File: config.mk
export PLATFORM = sky130hd
export DESIGN_NAME = joystick_conditioner
export DESIGN_NICKNAME = d
export VERILOG_FILES = /design/src/rtl/pong_pkg.sv /design/src/rtl/debounce_channel.sv /design/src/rtl/joystick_conditioner.sv
export SDC_FILE = /design/constraint.sdc
export NUM_CORES = 1
export LEC_CHECK = 0
export CAP_MARGIN = 15
export CORE_UTILIZATION = 40
export CTS_BUF_LIST = sky130_fd_sc_hd__clkbuf_2 sky130_fd_sc_hd__clkbuf_4 sky130_fd_sc_hd__clkbuf_8
export DETAILED_ROUTE_END_ITERATION = 8
export GPL_TIMING_DRIVEN = 0
export MAX_ROUTING_LAYER = met4
export PLACE_DENSITY_LB_ADDON = 0.3
export SETUP_SLACK_MARGIN = 0.05
export SLEW_MARGIN = 20
export SYNTH_ARGS = -nofsm -noshare
export SYNTH_HDL_FRONTEND = slang
export SYNTH_SLANG_ARGS = --single-unit
File: constraint.sdc
create_clock -name clock -period 1.88 [get_ports clock]
set_input_delay 0.376 -clock clock [delete_from_list [all_inputs] [get_ports clock]]
set_output_delay 0.376 -clock clock [all_outputs]
set_load 0.005 [all_outputs]
File: src/rtl/pong_pkg.sv
// Shared types and constants for the pong joystick front end.
package pong_pkg;

    typedef enum logic [1:0] {
        RELEASED,
        PRESS_CHK,
        PRESSED,
        RELEASE_CHK
    } JOY_STATE_T;

    // 5 ms worth of cycles at a 25 MHz pixel clock.
    localparam int DEBOUNCE_5MS_25MHZ = 125000;

endpackage

File: src/rtl/debounce_channel.sv
// One joystick pin: synchronizer, debounce FSM with saturating counter,
// registered active-low level and a one-cycle press pulse.
module debounce_channel
    import pong_pkg::*;
#(
    parameter int SYNC_STAGES     = 2,
    parameter int DEBOUNCE_CYCLES = DEBOUNCE_5MS_25MHZ,
    parameter int CNT_W           = 17
) (
    input  logic clock,
    input  logic reset,
    input  logic pin_n,
    output logic level,
    output logic press
);

    localparam logic [CNT_W-1:0] CNT_LAST = CNT_W'(DEBOUNCE_CYCLES - 1);
    localparam logic [CNT_W-1:0] CNT_MAX  = '1;

    logic [SYNC_STAGES-1:0] sync_q;
    logic                   sync;
    JOY_STATE_T             state;
    logic [CNT_W-1:0]       cnt;

    always_ff @(posedge clock or posedge reset) begin
        if (reset) begin
            sync_q <= '1;
        end else begin
            sync_q <= {sync_q[SYNC_STAGES-2:0], pin_n};
        end
    end

    assign sync = sync_q[SYNC_STAGES-1];

    // Level and pulse are updated on the same edge as the state they reflect.
    always_ff @(posedge clock or posedge reset) begin
        if (reset) begin
            state <= RELEASED;
            cnt   <= '0;
            level <= 1'b1;
            press <= 1'b0;
        end else begin
            press <= 1'b0;
            case (state)
                RELEASED: begin
                    if (!sync) begin
                        state <= PRESS_CHK;
                        cnt   <= '0;
                    end
                end
                PRESS_CHK: begin
                    if (sync) begin
                        state <= RELEASED;
                        cnt   <= '0;
                    end else if (cnt == CNT_LAST) begin
                        state <= PRESSED;
                        cnt   <= '0;
                        level <= 1'b0;
                        press <= 1'b1;
                    end else if (cnt != CNT_MAX) begin
                        cnt <= cnt + 1'b1;
                    end
                end
                PRESSED: begin
                    if (sync) begin
                        state <= RELEASE_CHK;
                        cnt   <= '0;
                    end
                end
                RELEASE_CHK: begin
                    if (!sync) begin
                        state <= PRESSED;
                        cnt   <= '0;
                    end else if (cnt == CNT_LAST) begin
                        state <= RELEASED;
                        cnt   <= '0;
                        level <= 1'b1;
                    end else if (cnt != CNT_MAX) begin
                        cnt <= cnt + 1'b1;
                    end
                end
                default: begin
                    state <= RELEASED;
                    cnt   <= '0;
                    level <= 1'b1;
                end
            endcase
        end
    end

endmodule

File: src/rtl/joystick_conditioner.sv
// Two debounced joystick channels for one player.
// Optional macro JOY_CONFLICT_BLOCK_EN masks both outputs while both are pressed.
module joystick_conditioner
    import pong_pkg::*;
#(
    parameter int SYNC_STAGES     = 2,
    parameter int DEBOUNCE_CYCLES = DEBOUNCE_5MS_25MHZ,
    parameter int CNT_W           = 17
) (
    input  logic clock,
    input  logic reset,
    input  logic joy_up_n,
    input  logic joy_down_n,
    output logic control_up,
    output logic control_down,
    output logic press_up,
    output logic press_down
);

    logic level_up;
    logic level_down;

    debounce_channel #(
        .SYNC_STAGES    (SYNC_STAGES),
        .DEBOUNCE_CYCLES(DEBOUNCE_CYCLES),
        .CNT_W          (CNT_W)
    ) u_up (
        .clock(clock),
        .reset(reset),
        .pin_n(joy_up_n),
        .level(level_up),
        .press(press_up)
    );

    debounce_channel #(
        .SYNC_STAGES    (SYNC_STAGES),
        .DEBOUNCE_CYCLES(DEBOUNCE_CYCLES),
        .CNT_W          (CNT_W)
    ) u_down (
        .clock(clock),
        .reset(reset),
        .pin_n(joy_down_n),
        .level(level_down),
        .press(press_down)
    );

`ifdef JOY_CONFLICT_BLOCK_EN
    // Contradictory input reads as "nothing pressed" to the paddle.
    always_ff @(posedge clock or posedge reset) begin
        if (reset) begin
            control_up   <= 1'b1;
            control_down <= 1'b1;
        end else if (!level_up && !level_down) begin
            control_up   <= 1'b1;
            control_down <= 1'b1;
        end else begin
            control_up   <= level_up;
            control_down <= level_down;
        end
    end
`else
    assign control_up   = level_up;
    assign control_down = level_down;
`endif

endmodule
After elaboration in Yosys (flattened, before gate mapping)
Index checks and enable logic that the tools add are counted.
{"block": "word_totals", "register_bits": 46, "inputBits": 4, "out_inout_bits": 4, "elab_cells": 92}
{"block": "op_classes", "add_sub_neg": 2, "n_eq_ne": 26, "mux": 44, "n_reduce_logical": 10}
{"cell": "17-bit two-way mux", "n": 12}
{"cell": "17-bit one-hot mux with 4 select lines", "n": 2}
{"cell": "17-bit by 1-bit adder with 17-bit output, second input constant", "n": 2}
{"cell": "17-bit == test, second input constant", "n": 2}
{"cell": "17-bit inequality test, second input constant", "n": 2}
{"cell": "2-bit two-way mux", "n": 12}
{"cell": "2-bit by 1-bit inequality test with 1-bit output, second input constant", "n": 8}
{"cell": "2-bit one-hot mux with 4 select lines", "n": 2}
{"cell": "1-bit two-way mux", "n": 14}
{"cell": "5-bit AND reduction", "n": 2}
{"cell": "2-bit == test, second input constant", "n": 4}
{"cell": "2-bit inequality test, second input constant", "n": 4}
{"cell": "4-bit AND reduction", "n": 2}
{"cell": "3-bit by 1-bit inequality test with 1-bit output, second input constant", "n": 2}
{"cell": "3-bit inequality test, second input constant", "n": 2}
{"cell": "2-bit by 1-bit == test with 1-bit output, second input constant", "n": 2}
{"cell": "2-bit zero test", "n": 2}
{"cell": "1-bit one-hot mux with 2 select lines", "n": 2}
{"cell": "2-bit AND reduction", "n": 2}
{"cell": "2-bit nonzero test", "n": 2}

Depth between registers and ports, before layout
Gate-level depths: netlist (run 1).
{"block": "logic_depth", "word_depth": 5, "depth_mapped": 7, "mapped_depth_nobuf": 6}

Modules after synthesis
A second synthesis (run 1) with hierarchy kept.
{"block": "hier_totals", "cells_unflattened": 280, "area_unflattened_um2": 2556.2}
{"module": "debounce_channel (u_up)", "n_inst": 1, "cells_each": 146, "area_each_um2": 1296.2, "seq_area_each_um2": 579.3}
{"module": "debounce_channel (u_down)", "n_inst": 1, "cells_each": 134, "area_each_um2": 1260.0, "seq_area_each_um2": 579.3}

Least setup slack after synthesis (run 1)
Ideal clock, no wire load.
{"block": "synth_timing", "path_type": "register to register", "start": "reg u_down.cnt[0]", "end": "reg u_down.cnt[6]", "setup_time_ns": 0.082, "t_arrival_ns": 1.949, "required_ns": 1.798, "setup_slack_ns": -0.151, "path_stages_with_launch": 8, "n_path_buf": 1, "synth_period_minus_slack_ns": 2.031, "path_cell_list": "dfrtp_1 ha_1 nand4_1 or4_1 buf_2 or2_4 a21o_1 a31oi_1"}
{"block": "synth_between", "elab_chain_cells": 5, "elab_cells_between_ends": 8, "cone_classes": "add/sub: 1; eq/ne: 2; mux: 5"}
{"item": "start: declaration", "line_no": "debounce_channel.sv:23", "rtl": "logic [CNT_W-1:0] cnt;"}
{"item": "start signal: assignment", "line_no": "debounce_channel.sv:61", "rtl": "cnt <= cnt + 1'b1;"}
{"item": "start signal: assignment", "line_no": "debounce_channel.sv:79", "rtl": "cnt <= cnt + 1'b1;"}
{"item": "17-bit by 1-bit adder with 17-bit output or 17-bit inequality test (tied branches)"}
{"item": "17-bit two-way mux", "line_no": "debounce_channel.sv:60, debounce_channel.sv:78"}
{"item": "17-bit two-way mux *", "line_no": "debounce_channel.sv:74", "rtl": "end else if (cnt == CNT_LAST) begin"}
{"item": "17-bit two-way mux, on equally long branches", "line_no": "debounce_channel.sv:71, debounce_channel.sv:52"}
{"item": "17-bit one-hot mux with 4 select lines *", "line_no": "debounce_channel.sv:44", "rtl": "case (state)"}
Every way passes the cells marked *; elsewhere a longest branch is shown, timed or not.
A chain may end at the register's enable or synchronous reset.

Final worst setup path (run 1)
{"block": "layout_timing", "start": "reg u_down.cnt[3]", "end": "reg u_down.press"}
{"block": "layout_between", "elab_chain_cells": 4}
{"item": "17-bit == test", "line_no": "debounce_channel.sv:55", "rtl": "end else if (cnt == CNT_LAST) begin"}
{"item": "1-bit two-way mux", "line_no": "debounce_channel.sv:55"}
{"item": "1-bit two-way mux", "line_no": "debounce_channel.sv:52", "rtl": "if (sync) begin"}
{"item": "1-bit two-way mux", "line_no": "debounce_channel.sv:44"}
{"item": "end signal: assignment", "line_no": "debounce_channel.sv:41", "rtl": "press <= 1'b0;"}
{"item": "end signal: assignment", "line_no": "debounce_channel.sv:43", "rtl": "press <= 1'b0;"}
{"item": "end signal: assignment", "line_no": "debounce_channel.sv:59", "rtl": "press <= 1'b1;"}
{"item": "end: declaration", "line_no": "debounce_channel.sv:14", "rtl": "output logic press"}
Every way passes these cells.

==> results of run 1 <==
power breakdown:
| part | switching, uW | leakage [uW] | internal [uW] |
|---|---|---|---|
| Combinational | 97.6 | 0.000609 | 74.5 |
| Sequential | 16.7 | 0.000606 | 1010 |
| Clock | 342 | 0.0000593 | 427 |
| Total | 456 | 0.00127 | 1510 |
routing by layer:
metal	GRT usage (%)	part of all wire, %	up-vias
met1	30.8	48	1160
met2	31.7	47	57
li1	-	-	1154
met3	3.71	4.1	6
met4	6.25	1.0	0
met5	-	0	-
path summary, 6_finish.rpt:
| kind | endpoint | slack (ps) |
|---|---|---|
| max | u_down.press | -70 |
| min | u_down.cnt[6] | 350 |
| max reg2reg | u_down.press | -70 |
| min reg2reg | u_down.sync_q[1] | 360 |
| max in group asynchronous | u_up.level | 990 |
| min in group clock | u_down.sync_q[1] | 360 |
state kept, by name, summed over array words and instances, names as in the netlist, named ones only:
signal and cells:
u_up.press 1, u_up.cnt 17, u_up.sync_q 2, u_up.state 1, u_down.state 1, u_down.press 1, u_down.sync_q 2, u_up.level 1
u_down.cnt 17, u_down.level 1
logic make-up after synthesis:
| group | after synthesis | share of synthesized area, % |
|---|---|---|
| flops | 46 | 46.2 |
| mux | 2 | 0.798 |
| xor+xnor | 2 | 0.698 |
| compound gates | 88 | 21.0 |
| fa+ha+maj | 2 | 0.997 |
| buf+inv | 19 | 3.14 |
| simple gates | 128 | 27.1 |
final cells by class:
| type | count | share of cell area, % |
|---|---|---|
| multi-input combinational | 222 | 46.2 |
| clock buffer | 7 | 2.54 |
| clock inverter | 1 | 0.910 |
| timing repair buffer | 35 | 9.02 |
| tap | 75 | 2.84 |
| sequential | 46 | 35.3 |
| buffer | 7 | 2.16 |
| inverter | 9 | 1.02 |
repair_timing:
action                                 4_1_cts  5_1_grt
cloned                                       3        1
setup endpoints to repair                   37       41
setup buffers                               22        1
endpoints found under the hold margin        0        0
pin swaps                                   16       28
resized for setup                           23       49
metrics by stage:
step           hold slack, ps  setup TNS, ps  area, um2  util (%)  worst slack (ps)
2_1_floorplan             345          -47.9       2570         -             -31.1
3_3_place_gp              346         -25330       2730      45.6              -568
3_5_place_dp              347          -2210       2750      45.9              -227
4_1_cts                   354          -11.9       3130      52.2             -11.9
5_1_grt                   369          -2290       3300      55.1              -144
6_report                  349           -203       3300      55.1             -68.7
layout by cell type (no fill, tap or decap), types with 3 or more instances in the layout:
| cell | instances |
|---|---|
| dfstp_2 | 6 |
| clkbuf_8 | 5 |
| nand2_1 | 34 |
| buf_6 | 8 |
| or2_2 | 3 |
| o21ai_0 | 7 |
| a21oi_2 | 14 |
| nand3_1 | 16 |
| clkdlybuf4s50_1 | 7 |
| nor3_1 | 5 |
| and2_1 | 5 |
| a21oi_1 | 11 |
| buf_4 | 24 |
| o211ai_1 | 5 |
| a21o_1 | 3 |
| o21ai_1 | 5 |
| dfrtp_1 | 35 |
| nand4_1 | 5 |
| o21ai_2 | 8 |
| nor4_1 | 3 |
| a31oi_1 | 15 |
| nor2_1 | 16 |
| nand2b_1 | 3 |
| and4_1 | 3 |
| inv_1 | 8 |
| dfrtp_2 | 5 |
| o22ai_1 | 3 |
| or4_1 | 5 |
| and3_1 | 7 |
==> run metrics, run 1 <==
status=complete, but fails checks; failing checks=setup timing; FF+latch area=1160 um2; clk sinks=46; cell family with most CP delay=simple AND/OR/NAND/NOR gates; # hold bufs at CTS=0; Post-Syn Nets=roughly 300; synth unique cells=47; overall power=around 2000 uW; Async S/R FF share, synth=100%; top_reg_cell synth=dfrtp_1; final wirelength=around 6700 um; critical path depth=5; synth cell count leaders=40 x dfrtp_1, 36 x nand2_1, 26 x a21oi_1, 20 x o21ai_0, 18 x nor2_1; Synth Cell Area=2510 um2; sequential-to-total area share from yosys stat=between 40% and 50%; syn_area_per_cell=roughly 8.7 um2; DIE WIDTH=between 80 and 90 um; top-count cell post-synth=dfrtp_1; crit start category=register; Final period util=104%; Post-Synthesis Cells=287; peak supply drop=roughly 0.33 mV; HP Class=input pin to asynchronous set/reset pin; Die Y=around 80 um; Max Freq=just over 0.5 GHz; number of vias in the routed layout=between 2,000 and 2,500; slowest CP cell=or4_4; Iter 0 DRT Violations=134; CTS tree=built; dpl cells=370; Synth Warn #=0; Final Net Count=approximately 330; row cnt=28; Final setup viols=11; gr ovfl total=0; Setup CP Type=register to register; CP max stage delay=between 500 and 600 ps; Global Route Usage Sum=around 22%; CTS root buffer=clkbuf_8; TritonCTS buffer count=5; IO buf count=7; fin cells=roughly 400; Detail Route Antenna Nets=0; crit path DAT=between 2000 and 2500 ps; gpl congestion=0.870; Yosys top cell area share=39.9%; Reg2Reg Depth=5; LEAKAGE=~0.0013 uW; Area Overhead vs Synth=31.6%; antenna violations before repair=0; # DRC=0; worst flop-to-flop path startpoint=u_down.cnt[3]; pins over their slew limit=0; Critical Path Start=u_down.cnt[3]; crit path max fanout=7; required time of the critical path=2110 ps; area of the multi-input gates=around 1500 um2; Post-synth EDFFs=0; Synth area leaders=dfrtp_1 40%, dfstp_2 6.3%, nand2_1 5.4%, a21oi_1 5.2%, a31oi_1 4.0%; Setup Skew=about 8.4 ps; Initial Util=between 40% and 50%; H-Tree Level Count=2; cell area power density=roughly 590 nW/um2; DP HPWL=4030 um; number of top-level pins=8; ANT cells=0; clock latency on the worst-skew pair=300 ps; fraction of layout cells with a size suffix above 1=around 32%; Hold Fails Final Rpt=0; Yosys reg bits=46; worst-margin pin slew=slightly below 700 ps; Worst Path Buf+Inv=0; TritonRoute pass-1 iters=4; DIE AREA=between 6000 and 7000 um2; CP Cell Sequence=or4_4 > nor3b_2 > nand2_1 > or4b_1 > nor2_1; Fillers=556; WL/cell=16.6 um; setup ws final=-68.7 ps; largest net degree at the start of global routing=34; vias per std cell=about 5.9; RSZ-0062 raised after global routing=yes; cell taking the most area after synthesis=dfrtp_1; clock buffer depth=2; MaxCap Viol Count=0; vias in the first global route=2,190; Crit. End Element=register; clock slew at reported path FFs=around 90 ps; first-pass GRT wire length=roughly 11,000 um; max_slew headroom=between 50% and 60%; Final min period=just under 2000 ps; core area=roughly 6000 um2
Note: power is estimated with default switching activity, not from simulation.
==> run 2: changes to the inputs <==
--- a/config.mk
+++ b/config.mk
@@ -13,7 +13,6 @@
 export MAX_ROUTING_LAYER = met4
 export PLACE_DENSITY_LB_ADDON = 0.3
 export SETUP_SLACK_MARGIN = 0.05
-export SLEW_MARGIN = 20
 export SYNTH_ARGS = -nofsm -noshare
 export SYNTH_HDL_FRONTEND = slang
 export SYNTH_SLANG_ARGS = --single-unit
==> run metrics, run 2 (same netlist as run 1, synthesis figures left out) <==
Final Net Count=around 340; Area Overhead vs Synth=32.3%; Final setup viols=16; Reg2Reg Depth=7; clock buffer depth=2; failing checks=setup timing; CTS tree=built; worst-margin pin slew=a little under 700 ps; TritonRoute pass-1 iters=4; RSZ-0062 raised after global routing=yes; Iter 0 DRT Violations=slightly above 200; overall power=roughly 1900 uW; status=complete, but fails checks; R2R Path End=u_down.cnt[12]; dpl cells=370; setup ws final=-51.6 ps; max_slew headroom=54.0%; pins over their slew limit=0; LEAKAGE=about 0.0013 uW; HP Class=input pin to asynchronous set/reset pin; Global Route Usage Sum=21.8%; leading cell types in the layout, fill and taps excluded=36 x dfrtp_1, 35 x nand2_1, 24 x buf_4; DP HPWL=~4000 um; clock latency on the worst-skew pair=300 ps; cell area power density=558 nW/um2; number of top-level pins=8; Setup CP Type=register to register; most common cell after layout, fill and taps aside=dfrtp_1; crit start category=register; required time of the critical path=about 2100 ps; worst hold slack=approximately 340 ps; fin cells=about 410; crit path max fanout=8; Post-Place Cell Area=around 2800 um2; clk sinks=46; Die Y=about 81 um; gr ovfl total=0; worst flop-to-flop path startpoint=u_down.cnt[4]; Detail Route Antenna Nets=0; Setup Skew=6.98 ps; biggest regs=u_down.cnt: 17 flops, u_up.cnt: 17 flops; gpl congestion=around 0.87; MaxCap Viol Count=0; # DRC=0; FF+latch area=about 1200 um2; final wirelength=~6700 um; peak supply drop=roughly 0.25 mV; DIE WIDTH=around 80 um; R2R setup slack=-50 ps; number of vias in the routed layout=~2,400; post-route cell area=around 3300 um2; Final min period=about 1900 ps; Fillers=526; DIE AREA=around 6600 um2; IO buf count=7; antenna violations before repair=0; largest net degree at the start of global routing=36; first-pass GRT wire length=about 11,000 um; vias in the first global route=around 2,200; row cnt=28; WL/cell=between 15 and 20 um; area of the multi-input gates=1530 um2; TritonCTS buffer count=5; ANT cells=0; fraction of layout cells with a size suffix above 1=between 30 and 40%; vias per std cell=roughly 6; Initial Util=approximately two fifths; clock slew at reported path FFs=80 ps; H-Tree Level Count=2; Final period util=103%; crit path DAT=around 2100 ps; Crit. End Element=register; Max Freq=approximately 0.52 GHz; CTS root buffer=clkbuf_8; core area=approximately 6000 um2; Hold Fails Final Rpt=0
run 2: metrics by stage:
stage	util, %	setup WS [ps]	setup TNS, ps
after global routing	55.4	-125	-2210
after floorplan	-	-31.1	-47.9
after CTS	51.4	-17.1	-46.9
after detailed placement	45.9	-227	-2270
after global placement	45.6	-568	-25330
final	55.4	-51.6	-425
run 2: final cells by class:
cell class                 count  area share [%]
sequential                    46            35.1
clock buffer                   7            2.71
buffer                         7            2.15
multi-input combinational    222            46.1
clock inverter                 1           0.151
timing repair buffer          38            9.99
tap                           75            2.83
inverter                       9            1.02
run 2: metal layers:
| metal | up-vias | global-route usage [%] | wire length [um] |
|---|---|---|---|
| li1 | 1167 | - | - |
| met1 | 1175 | 29.4 | 3140 |
| met2 | 58 | 32.3 | 3100 |
| met3 | 16 | 4.38 | 286 |
| met4 | 0 | 8.04 | 142 |
| met5 | - | - | 0 |
run 2: critical path, stage by stage, from the launching register on:
cell and delay [ps]:
dfrtp_1 400, or4_4 570, nor4_4 260, buf_4 180
nor2_4 60, buf_6 130, a32oi_1 180, nand2_1 60
run 2: report_power, final:
part | internal (uW) | switching (uW) | leakage [uW]
clock network | 312 | 347 | 0.0000517
logic | 73.2 | 97.6 | 0.000628
registers | 1010 | 16.1 | 0.000608
total | 1390 | 460 | 0.00129
run 2: how the worst max path moves through the flow:
stage / startpoint / end / slack (ps) / cells after the start
after global routing: u_down.cnt[4] / u_down.cnt[12] / -120 / 7
after global placement: reset / asynchronous set/reset pin / -570 / 2
after detailed placement: u_down.cnt[4] / u_down.cnt[13] / -230 / 6
final: u_down.cnt[4] / u_down.cnt[12] / -50 / 7
after CTS: u_down.cnt[8] / u_down.cnt[12] / -20 / 7
after floorplan: u_down.cnt[4] / u_down.cnt[13] / -30 / 6
run 2: timing repair:
item	CTS	global route
resized for setup	20	55
hold buffers	0	0
gates cloned	2	1
endpoints found under the setup margin	37	41
pin swaps	15	27
buffers inserted	23	4
==> run 3: changes to the inputs <==
--- a/config.mk
+++ b/config.mk
@@ -5,7 +5,6 @@
 export SDC_FILE = /design/constraint.sdc
 export NUM_CORES = 1
 export LEC_CHECK = 0
-export CAP_MARGIN = 15
 export CORE_UTILIZATION = 40
 export CTS_BUF_LIST = sky130_fd_sc_hd__clkbuf_2 sky130_fd_sc_hd__clkbuf_4 sky130_fd_sc_hd__clkbuf_8
 export DETAILED_ROUTE_END_ITERATION = 8
==> results of run 3 <==
Same layout as run 2: the final DEF is identical, and so are final timing and power.
